**config.mk**
```make
export PLATFORM = sky130hd
export DESIGN_NAME = dense_layer_seq_flat
export DESIGN_NICKNAME = d
export VERILOG_FILES = /design/src/rtl/dense_layer_seq_if.sv /design/src/rtl/dense_layer_seq.sv /design/src/flat_wrapper.sv
export SDC_FILE = /design/constraint.sdc
export NUM_CORES = 2
export LEC_CHECK = 0
export CELL_PAD_IN_SITES_DETAIL_PLACEMENT = 1
export CELL_PAD_IN_SITES_GLOBAL_PLACEMENT = 2
export CORE_UTILIZATION = 40
export CTS_BUF_LIST = sky130_fd_sc_hd__clkbuf_16
export DETAILED_ROUTE_END_ITERATION = 8
export HOLD_SLACK_MARGIN = 0.1
export PLACE_DENSITY_LB_ADDON = 0.1
export REMOVE_ABC_BUFFERS = 1
export SLEW_MARGIN = 5
export SYNTH_ARGS = -nofsm -noshare
export SYNTH_HDL_FRONTEND = slang
export SYNTH_SLANG_ARGS = --single-unit
```
**constraint.sdc**
```tcl
create_clock -name clk -period 13.4 [get_ports clk]
set_clock_uncertainty 0.15 [all_clocks]
set_input_delay 2.68 -clock clk [delete_from_list [all_inputs] [get_ports clk]]
set_output_delay 2.68 -clock clk [all_outputs]
set_load 0.05 [all_outputs]
```
**src/rtl/dense_layer_seq_if.sv**
```systemverilog
// Handshake, configuration and result bundle for dense_layer_seq.
// The master side drives inputs and weight writes; the slave side is the layer itself.
interface dense_layer_seq_if #(
  parameter int WIDTH = 32,
  parameter int N_IN  = 2,
  parameter int N_OUT = 9
);
  logic [N_IN*WIDTH-1:0]  in_vec;
  logic                   in_valid;
  logic                   in_ready;
  logic [1:0]             act_mode;
  logic                   wr_en;
  logic [15:0]            wr_addr;
  logic [WIDTH-1:0]       wr_data;
  logic [N_OUT*WIDTH-1:0] out_vec;
  logic                   out_valid;
  logic                   out_ready;
  logic                   busy;
  logic                   sat_flag;

  modport master (
    output in_vec, in_valid, act_mode, wr_en, wr_addr, wr_data, out_ready,
    input  in_ready, out_vec, out_valid, busy, sat_flag
  );

  modport slave (
    input  in_vec, in_valid, act_mode, wr_en, wr_addr, wr_data, out_ready,
    output in_ready, out_vec, out_valid, busy, sat_flag
  );
endinterface

```
**src/rtl/dense_layer_seq.sv**
```systemverilog
// Sequential fixed-point dense layer: one multiply-accumulate per cycle, then one
// saturate/activate cycle per neuron, with a hold-until-ready result stage.
module dense_layer_seq #(
  parameter int WIDTH = 32,
  parameter int FRAC  = 24,
  parameter int N_IN  = 2,
  parameter int N_OUT = 9
) (
  input logic               clk,
  input logic               rst,
  dense_layer_seq_if.slave  bus
);
  localparam int ACC_W = 2*WIDTH + 4;
  localparam int AW    = WIDTH + 2;
  localparam int JW    = (N_OUT > 1) ? $clog2(N_OUT) : 1;
  localparam int IW    = (N_IN > 1) ? $clog2(N_IN) : 1;
  localparam int NW    = N_OUT * N_IN;

  localparam logic signed [WIDTH-1:0] S_MAX = {1'b0, {(WIDTH-1){1'b1}}};
  localparam logic signed [WIDTH-1:0] S_MIN = {1'b1, {(WIDTH-1){1'b0}}};
  localparam logic signed [AW-1:0]    ONE   = AW'(1) << FRAC;
  localparam logic signed [AW-1:0]    NONE  = -ONE;
  localparam logic signed [AW-1:0]    HALF  = AW'(1) << (FRAC-1);

  typedef enum logic [1:0] {IDLE, MAC, FIN, DONE} state_t;

  state_t                  state_q;
  logic signed [WIDTH-1:0] weight_q [N_OUT][N_IN];
  logic signed [WIDTH-1:0] bias_q   [N_OUT];
  logic signed [WIDTH-1:0] xVec_q   [N_IN];
  logic signed [WIDTH-1:0] result_q [N_OUT];
  logic signed [ACC_W-1:0] accum_q;
  logic [1:0]              mode_q;
  logic [JW-1:0]           j_q;
  logic [IW-1:0]           i_q;
  logic                    sat_q;
  logic                    inReady_q;
  logic                    outValid_q;
  logic                    busy_q;

  logic signed [2*WIDTH-1:0] prod_d;
  logic signed [ACC_W-1:0]   prodExt_d;
  logic signed [ACC_W-1:0]   biasExt_d;
  logic signed [ACC_W-1:0]   acc_d;
  logic signed [ACC_W-1:0]   yWide_d;
  logic signed [WIDTH-1:0]   ySat_d;
  logic signed [AW-1:0]      yExt_d;
  logic signed [AW-1:0]      hsig_d;
  logic signed [WIDTH-1:0]   act_d;
  logic                      satHit_d;
  logic [N_OUT*WIDTH-1:0]    outPack_d;

  // Datapath: the accumulator restarts from the shifted bias on the first input of each neuron.
  always_comb begin
    prod_d    = (2*WIDTH)'(weight_q[j_q][i_q]) * (2*WIDTH)'(xVec_q[i_q]);
    prodExt_d = ACC_W'(prod_d);
    biasExt_d = ACC_W'(bias_q[j_q]) <<< FRAC;
    acc_d     = (i_q == '0) ? (biasExt_d + prodExt_d) : (accum_q + prodExt_d);

    yWide_d  = accum_q >>> FRAC;
    satHit_d = 1'b0;
    ySat_d   = yWide_d[WIDTH-1:0];
    if (yWide_d > ACC_W'(S_MAX)) begin
      ySat_d   = S_MAX;
      satHit_d = 1'b1;
    end else if (yWide_d < ACC_W'(S_MIN)) begin
      ySat_d   = S_MIN;
      satHit_d = 1'b1;
    end

    yExt_d = AW'(ySat_d);
    hsig_d = (yExt_d >>> 2) + HALF;
    act_d  = ySat_d;
    unique case (mode_q)
      2'b00: act_d = ySat_d;
      2'b01: act_d = ySat_d[WIDTH-1] ? '0 : ySat_d;
      2'b10: begin
        if (hsig_d < 0)        act_d = '0;
        else if (hsig_d > ONE) act_d = ONE[WIDTH-1:0];
        else                   act_d = hsig_d[WIDTH-1:0];
      end
      2'b11: begin
        if (yExt_d > ONE)       act_d = ONE[WIDTH-1:0];
        else if (yExt_d < NONE) act_d = NONE[WIDTH-1:0];
        else                    act_d = ySat_d;
      end
    endcase

    outPack_d = '0;
    for (int k = 0; k < N_OUT; k++) outPack_d[k*WIDTH +: WIDTH] = result_q[k];
  end

  // Control FSM; parameter writes are only honoured while idle so a running job sees stable weights.
  always_ff @(posedge clk) begin
    if (rst) begin
      state_q    <= IDLE;
      accum_q    <= '0;
      mode_q     <= '0;
      j_q        <= '0;
      i_q        <= '0;
      sat_q      <= 1'b0;
      inReady_q  <= 1'b1;
      outValid_q <= 1'b0;
      busy_q     <= 1'b0;
      for (int jj = 0; jj < N_OUT; jj++) begin
        bias_q[jj]   <= '0;
        result_q[jj] <= '0;
        for (int ii = 0; ii < N_IN; ii++) weight_q[jj][ii] <= '0;
      end
      for (int ii = 0; ii < N_IN; ii++) xVec_q[ii] <= '0;
    end else begin
      unique case (state_q)
        IDLE: begin
          if (bus.wr_en) begin
            for (int jj = 0; jj < N_OUT; jj++) begin
              if (bus.wr_addr == 16'(NW + jj)) bias_q[jj] <= bus.wr_data;
              for (int ii = 0; ii < N_IN; ii++)
                if (bus.wr_addr == 16'(jj*N_IN + ii)) weight_q[jj][ii] <= bus.wr_data;
            end
          end
          if (bus.in_valid) begin
            for (int ii = 0; ii < N_IN; ii++) xVec_q[ii] <= bus.in_vec[ii*WIDTH +: WIDTH];
            mode_q    <= bus.act_mode;
            sat_q     <= 1'b0;
            j_q       <= '0;
            i_q       <= '0;
            state_q   <= MAC;
            inReady_q <= 1'b0;
            busy_q    <= 1'b1;
          end
        end
        MAC: begin
          accum_q <= acc_d;
          if (i_q == IW'(N_IN-1)) state_q <= FIN;
          else                    i_q     <= i_q + IW'(1);
        end
        FIN: begin
          result_q[j_q] <= act_d;
          if (satHit_d) sat_q <= 1'b1;
          if (j_q == JW'(N_OUT-1)) begin
            state_q    <= DONE;
            outValid_q <= 1'b1;
          end else begin
            j_q     <= j_q + JW'(1);
            i_q     <= '0;
            state_q <= MAC;
          end
        end
        DONE: begin
          if (bus.out_ready) begin
            state_q    <= IDLE;
            outValid_q <= 1'b0;
            busy_q     <= 1'b0;
            inReady_q  <= 1'b1;
          end
        end
      endcase
    end
  end

  assign bus.in_ready  = inReady_q;
  assign bus.out_valid = outValid_q;
  assign bus.busy      = busy_q;
  assign bus.sat_flag  = sat_q;
  assign bus.out_vec   = outPack_d;
endmodule
```
**src/flat_wrapper.sv**
```systemverilog
// flat-port wrapper written by rule: the top's interface ports become plain ports
module dense_layer_seq_flat 
#(
  parameter int WIDTH = 32,
  parameter int FRAC  = 24,
  parameter int N_IN  = 2,
  parameter int N_OUT = 9
)
  (clk, rst, bus_in_vec, bus_in_valid, bus_act_mode, bus_wr_en, bus_wr_addr, bus_wr_data, bus_out_ready, bus_in_ready, bus_out_vec, bus_out_valid, bus_busy, bus_sat_flag);
  dense_layer_seq_if #(.WIDTH(WIDTH), .N_IN(N_IN), .N_OUT(N_OUT)) bus_i ();
  input logic clk;
  input logic rst;
  input wire logic [$bits(bus_i.in_vec)-1:0] bus_in_vec;
  input wire logic [$bits(bus_i.in_valid)-1:0] bus_in_valid;
  input wire logic [$bits(bus_i.act_mode)-1:0] bus_act_mode;
  input wire logic [$bits(bus_i.wr_en)-1:0] bus_wr_en;
  input wire logic [$bits(bus_i.wr_addr)-1:0] bus_wr_addr;
  input wire logic [$bits(bus_i.wr_data)-1:0] bus_wr_data;
  input wire logic [$bits(bus_i.out_ready)-1:0] bus_out_ready;
  output wire logic [$bits(bus_i.in_ready)-1:0] bus_in_ready;
  output wire logic [$bits(bus_i.out_vec)-1:0] bus_out_vec;
  output wire logic [$bits(bus_i.out_valid)-1:0] bus_out_valid;
  output wire logic [$bits(bus_i.busy)-1:0] bus_busy;
  output wire logic [$bits(bus_i.sat_flag)-1:0] bus_sat_flag;
  assign bus_i.in_vec = bus_in_vec;
  assign bus_i.in_valid = bus_in_valid;
  assign bus_i.act_mode = bus_act_mode;
  assign bus_i.wr_en = bus_wr_en;
  assign bus_i.wr_addr = bus_wr_addr;
  assign bus_i.wr_data = bus_wr_data;
  assign bus_i.out_ready = bus_out_ready;
  assign bus_in_ready = bus_i.in_ready;
  assign bus_out_vec = bus_i.out_vec;
  assign bus_out_valid = bus_i.out_valid;
  assign bus_busy = bus_i.busy;
  assign bus_sat_flag = bus_i.sat_flag;
  dense_layer_seq #(.WIDTH(WIDTH), .FRAC(FRAC), .N_IN(N_IN), .N_OUT(N_OUT)) u_core (.clk(clk), .rst(rst), .bus(bus_i));
endmodule
```
Word-level counts from Yosys, hierarchy flattened:

Memory sizes are Yosys's and may differ from the RTL's. A register that Yosys moved wholly into a read port is not among the register bits.
Cells that the tools add are included.
Widths: inputs -> output; s select.

* reduce and logical (&&, ||, !) cells: 15
* muxes and demuxes: 217
* add/subtract/negate cells: 5
* bitwise operators: 30
* multipliers: 1
* order comparisons: 7
* equality and inequality tests: 39

Operators with widths (count)
* $mux 32: 39
* $eq 16x5->1 const B: 11
* $mux 1: 157
* $eq 16x4->1 const B: 8
* $pmux 32 s4: 1
* $add 68x64->68: 1
* $mux 68: 1
* $add 56x64->65: 1
* $eq 16x3->1 const B: 4
* $mul 32x32->64: 1
* $gt 44x32->1 const B: 1
* $lt 44x32->1 const B: 1
* $gt 34x26->1 const B: 1
* $lt 34x1->1 const B: 1
* $eq 16x2->1 const B: 2
* $gt 32x26->1 const B: 1
* $lt 32x25->1 const B: 1
* $reduce_or 32->1: 1
* $add 30x25->31 const B: 1
* $mux 31: 1
* $or 1x1->1: 29
* $mux 4: 7
* $reduce_and 3->1: 6
* $eq 16x1->1 const B: 1
* other kinds (19): 36

* output and inout bits: 292
* input bits: 119
* word-level logic and storage cells: 327
* bits in writable memories: 1216
* register bits after elaboration: 81
* memories: 4

Memory list
* u_core.weight_q: words 9, bits a word 64, read ports 1, clocked after memory_dff 1, write ports 9, RTL line dense_layer_seq.sv:28 `logic signed [WIDTH-1:0] weight_q [N_OUT][N_IN];`
* u_core.bias_q: words 9, bits a word 32, read ports 1, clocked after memory_dff 1, write ports 9, RTL line dense_layer_seq.sv:29 `logic signed [WIDTH-1:0] bias_q [N_OUT];`
* u_core.result_q: words 9, bits a word 32, read ports 9, clocked after memory_dff 0, write ports 9, RTL line dense_layer_seq.sv:31 `logic signed [WIDTH-1:0] result_q [N_OUT];`
* u_core.xVec_q: words 2, bits a word 32, read ports 1, clocked after memory_dff 1, write ports 2, RTL line dense_layer_seq.sv:30 `logic signed [WIDTH-1:0] xVec_q [N_IN];`

Depth between registers and ports, before layout:

* depth in word-level cells: 9
* gate-level depth with buffers: 50
* mapped depth without buffers: 45

Least setup slack after synthesis:

No wires, ideal clock.

* path type: flip-flop to flip-flop
* start: register with a tool-made name
* end: register u_core.accum_q[65]
* setup time: 0.103 ns
* data required time: 13.147 ns
* path slack: 1.964 ns
* stages on the path, launching flop included: 44
* path buffers: 6
* period minus slack after synthesis: 11.436 ns
* arrival: 11.182 ns
* path through: dfxtp_1 -> clkbuf_1 -> buf_4 -> buf_2 -> buf_4 -> mux4_2 -> a211oi_1 -> o31a_1 -> clkbuf_1 -> nor2_1 -> fa_1 -> fa_1 -> inv_1 -> fa_1 -> fa_1 -> inv_1 -> fa_1 -> fa_1 -> (+8 left out) -> o21ai_2 -> o21bai_1 -> a21oi_1 -> o21ai_1 -> a21o_1 -> xor2_1 -> ha_1 -> a21o_1 -> a21o_1 -> a21oi_1 -> o2111a_1 -> o31a_1 -> nor2_1 -> o21ai_1 -> nor3b_1 -> o31ai_1 -> nor2_1 -> a2111oi_2

RTL lines
* end signal: assignment: RTL line dense_layer_seq.sv:97 `accum_q <= '0;`
* end signal: assignment: RTL line dense_layer_seq.sv:133 `accum_q <= acc_d;`
* end: declaration: RTL line dense_layer_seq.sv:32 `logic signed [ACC_W-1:0] accum_q;`

==> PnR_summary.wiki <==
{| class="wikitable"
! Metric !! Value
|-
| Outcome || finished, violations left
|-
| Violations in the final reports || DRC
|-
| Met2 track demand over resource || 0.484
|-
| Input/output buffers || 410
|-
| Most common cell on crit path || fa_1
|-
| Share of the clock period used by the worst path after layout || 0.977
|-
| Met3 GRT Util || 0.0344
|-
| Maximum single-stage delay on the critical path || 0.61 ns
|-
| Depth of the worst hold-timing path || 2
|-
| Number of global-route vias before repair || 71.4k
|-
| Endpoint with the worst hold slack || u_core.bus.sat_flag$_SDFFE_PP0P_
|-
| CP max stage cell || fa_1
|-
| CP max FO || 18
|-
| Post-detailed-placement cell area || 105000 sq um
|-
| Ys Warns || 0
|-
| Total Routed Length || 338000 um
|-
| Data required time at the worst endpoint || 13.92 ns
|-
| Initial Util || 0.403
|-
| Clock Root Buffer || clkbuf_16
|-
| Leading cell types in the layout, fill and taps excluded || edfxtp_1 (1216), fa_1 (1083), nor2_1 (1017), inv_1 (1016), nand2_1 (745)
|-
| I/O pins || 411
|-
| Post-synth top area share || 0.381
|-
| Sum of negative setup slack || 0 ns
|-
| Slew of the pin with the lowest slew margin || 1.33 ns
|-
| Rows || 179
|-
| Endpoint type of the worst setup path || flop
|-
| FF+latch count, synth || 1302
|-
| Router iterations before antenna repair || 8
|-
| Total congestion overflow || 0
|-
| Clock network latency to the later pin of the worst-skew pair || 0.84 ns
|-
| Min cycle time layout || 13.09 ns
|-
| Avg Cell Area, Syn || 11.5 sq um
|-
| Horizontal die dimension || 492 um
|-
| Most congested layer reported by global routing || met2
|-
| Sinks on the clock net || 1302
|-
| Number of nets still failing antenna checks after routing || 0
|-
| Final max-slew violation count || 0
|-
| Met1 Resource Use GR || 0.376
|-
| Post-route standard cell area excluding fillers || 110000 sq um
|-
| Number of design rule violations left after detail routing || 126
|-
| Core Box Area || 238000 sq um
|-
| Routed length per instance || 28.2 um
|-
| Class of the most critical setup path || flop to flop
|-
| Most common flop cell mapped by yosys || edfxtp_1
|-
| Wire length of the first global-routing pass || 495000 um
|-
| Max Fclk || 76.4 MHz
|-
| Top cells by area in the synthesized netlist || edfxtp_1 (38%), fa_1 (23%), mux4_2 (4.6%)
|-
| Count of fill cells added during filler insertion || 25.0k
|-
| Cell type with the largest total area after synthesis || edfxtp_1
|-
| Critical path startpoint category || flop
|-
| Placed wire-length estimate after detailed placement || 250000 um
|-
| Iter 0 DRT Violations || 4556
|-
| Worst Min Path Start || u_core.bus.sat_flag$_SDFFE_PP0P_
|-
| Sequential element share of the synthesized area || 0.399
|-
| Via count of the routed design || 65.5k
|-
| Number of setup violations in the final report || 0
|-
| Number of vias per cell after detailed routing || 5.46
|-
| Number of CTS-inserted buffers || 150
|-
| Worst-path clk slew || 0.06 ns
|-
| DIE AREA || 242000 sq um
|-
| Arr. time, crit path || 13.61 ns
|-
| Area growth from synthesis to final layout || 14.5%
|-
| Buffer and inverter count on the worst path || 6
|-
| Fraction of synthesis flops using an asynchronous set or reset pin || 0
|-
| Net count reported at finish || 10.2k
|-
| Relative max-transition margin || 0.113
|-
| Most common cell after layout, fill and taps aside || edfxtp_1
|-
| Area of the mapped netlist || 95900 sq um
|-
| CTS H-Tree Depth || 4
|-
| TritonCTS clock tree || built
|-
| Class of the most critical hold timing path || flop to flop
|-
| Hold buffers post-CTS || 0
|-
| Instance count of the mapped netlist || 8368
|-
| Gp weighted congestion || 0.880
|-
| Number of cells on the worst reg-to-reg path || 37
|-
| Longest Clk Path Bufs || 3
|-
| Kind of cell with the highest combined delay on the critical path || adder cells
|-
| Number of distinct library cell variants in the gate-level netlist after synthesis || 94
|-
| Number of max-cap violations || 0
|-
| Share of cells above drive strength 1 || 0.0969
|-
| Antenna violations before repair || 28
|-
| EDFF count, synth || 1216
|-
| Die Span Y || 492 um
|-
| Pin count of the biggest net entering global routing || 75
|-
| Capture point of the worst reg-to-reg path || u_core.accum_q[67]$_SDFFE_PP0P_
|-
| Overall track demand over capacity in global routing || 0.281
|-
| R2R Setup Slk || 0.31 ns
|-
| Hold violation total from the final report || 0
|}
## flip-flops by register name, summed over array words and instances, names as in the netlist, named ones only
name	count
u_core.bus.busy	1
u_core.i_q	1
u_core.accum_q	68
u_core.result_q	288
u_core.bus.in_ready	1
u_core.xVec_q	64
u_core.mode_q	2
u_core.bias_q	288
u_core.weight_q	576
u_core.j_q	4
u_core.state_q	2
u_core.bus.sat_flag	1
u_core.bus.out_valid	1
## cells in the mapped netlist, types with 38 or more instances
cell type,number
a211oi_1,83
a21o_1,107
a21oi_1,228
and2_1,685
buf_2,48
clkbuf_1,395
dfxtp_1,86
edfxtp_1,1216
fa_1,1084
ha_1,300
inv_1,980
mux2i_1,115
mux4_2,195
nand2_1,750
nand2b_1,43
nand4_1,38
nor2_1,1029
nor2b_1,73
nor3_1,64
o21ai_0,161
o21bai_1,38
xnor2_1,109
xor2_1,58
## metal layers
metal  vias to the layer above  share of wire
li1                      28300              -
met1                     35200           0.43
met2                      1666           0.50
met3                       349          0.048
met4                         4          0.026
met5                         -       0.000068
## how the worst max path moves through the flow
stage / start / endpoint / slack, ns / cells after the start
finish: flop / u_core.accum_q[67]$_SDFFE_PP0P_ / 0.31 / 37
global route: flop / u_core.accum_q[65]$_SDFFE_PP0P_ / -0.002 / 41
CTS: flop / u_core.accum_q[65]$_SDFFE_PP0P_ / 0.03 / 44
detailed placement: flop / u_core.accum_q[67]$_SDFFE_PP0P_ / 0.12 / 41
global placement: flop / u_core.accum_q[67]$_SDFFE_PP0P_ / 0.28 / 41
floorplan: flop / u_core.accum_q[65]$_SDFFE_PP0P_ / -6.34 / 37
## logic make-up after synthesis
group / count (synthesis) / share of synthesized area
xor gates and xnor gates: 167 / 0.0153
buffers and inverters: 1471 / 0.0591
DFF: 1302 / 0.399
muxes: 345 / 0.0619
and+or+nand+nor: 2803 / 0.136
AOI/OAI and AO/OA: 896 / 0.0634
adders and majority gates: 1384 / 0.266
## stage by stage
step | hold slack (ns) | instances | utilization | setup slack [ns]
2_1_floorplan | 0.314 | 7878 | - | -6.34
6_report | 0.343 | 12000 | 0.461 | 0.309
4_1_cts | 0.347 | 12000 | 0.461 | 0.0315
3_3_place_gp | 0.319 | 11700 | 0.441 | 0.282
5_1_grt | 0.383 | 12000 | 0.461 | -0.00190
3_5_place_dp | 0.335 | 11700 | 0.441 | 0.120
## worst min-delay path: stages (launching register included)
cell and delay [ns]:
dfxtp_1 0.32, nand2_1 0.06, a21oi_1 0.06
## final cells by class
cell class	count	area (sq um)	area share
Timing Repair Buffer	674	6400	0.0583
Inverter	981	3680	0.0335
Antenna cell	9	22.5	0.000205
Sequential cell	1302	38300	0.348
Tap cell	3167	3960	0.0361
Multi-Input combinational cell	5595	52700	0.480
Clock inverter	121	985	0.00897
Clock buffer	151	3780	0.0344
## what timing repair did
| item | 4_1_cts | 5_1_grt |
|---|---|---|
| setup endpoints to repair | 0 | 17 |
| buffers inserted | 0 | 2 |
| gates resized for setup | 0 | 16 |
| endpoints found under the hold margin | 0 | 0 |
Power is left out: the tool's default activity adds up to more than one toggle a clock period on the data nets, which glitch-free logic cannot reach.
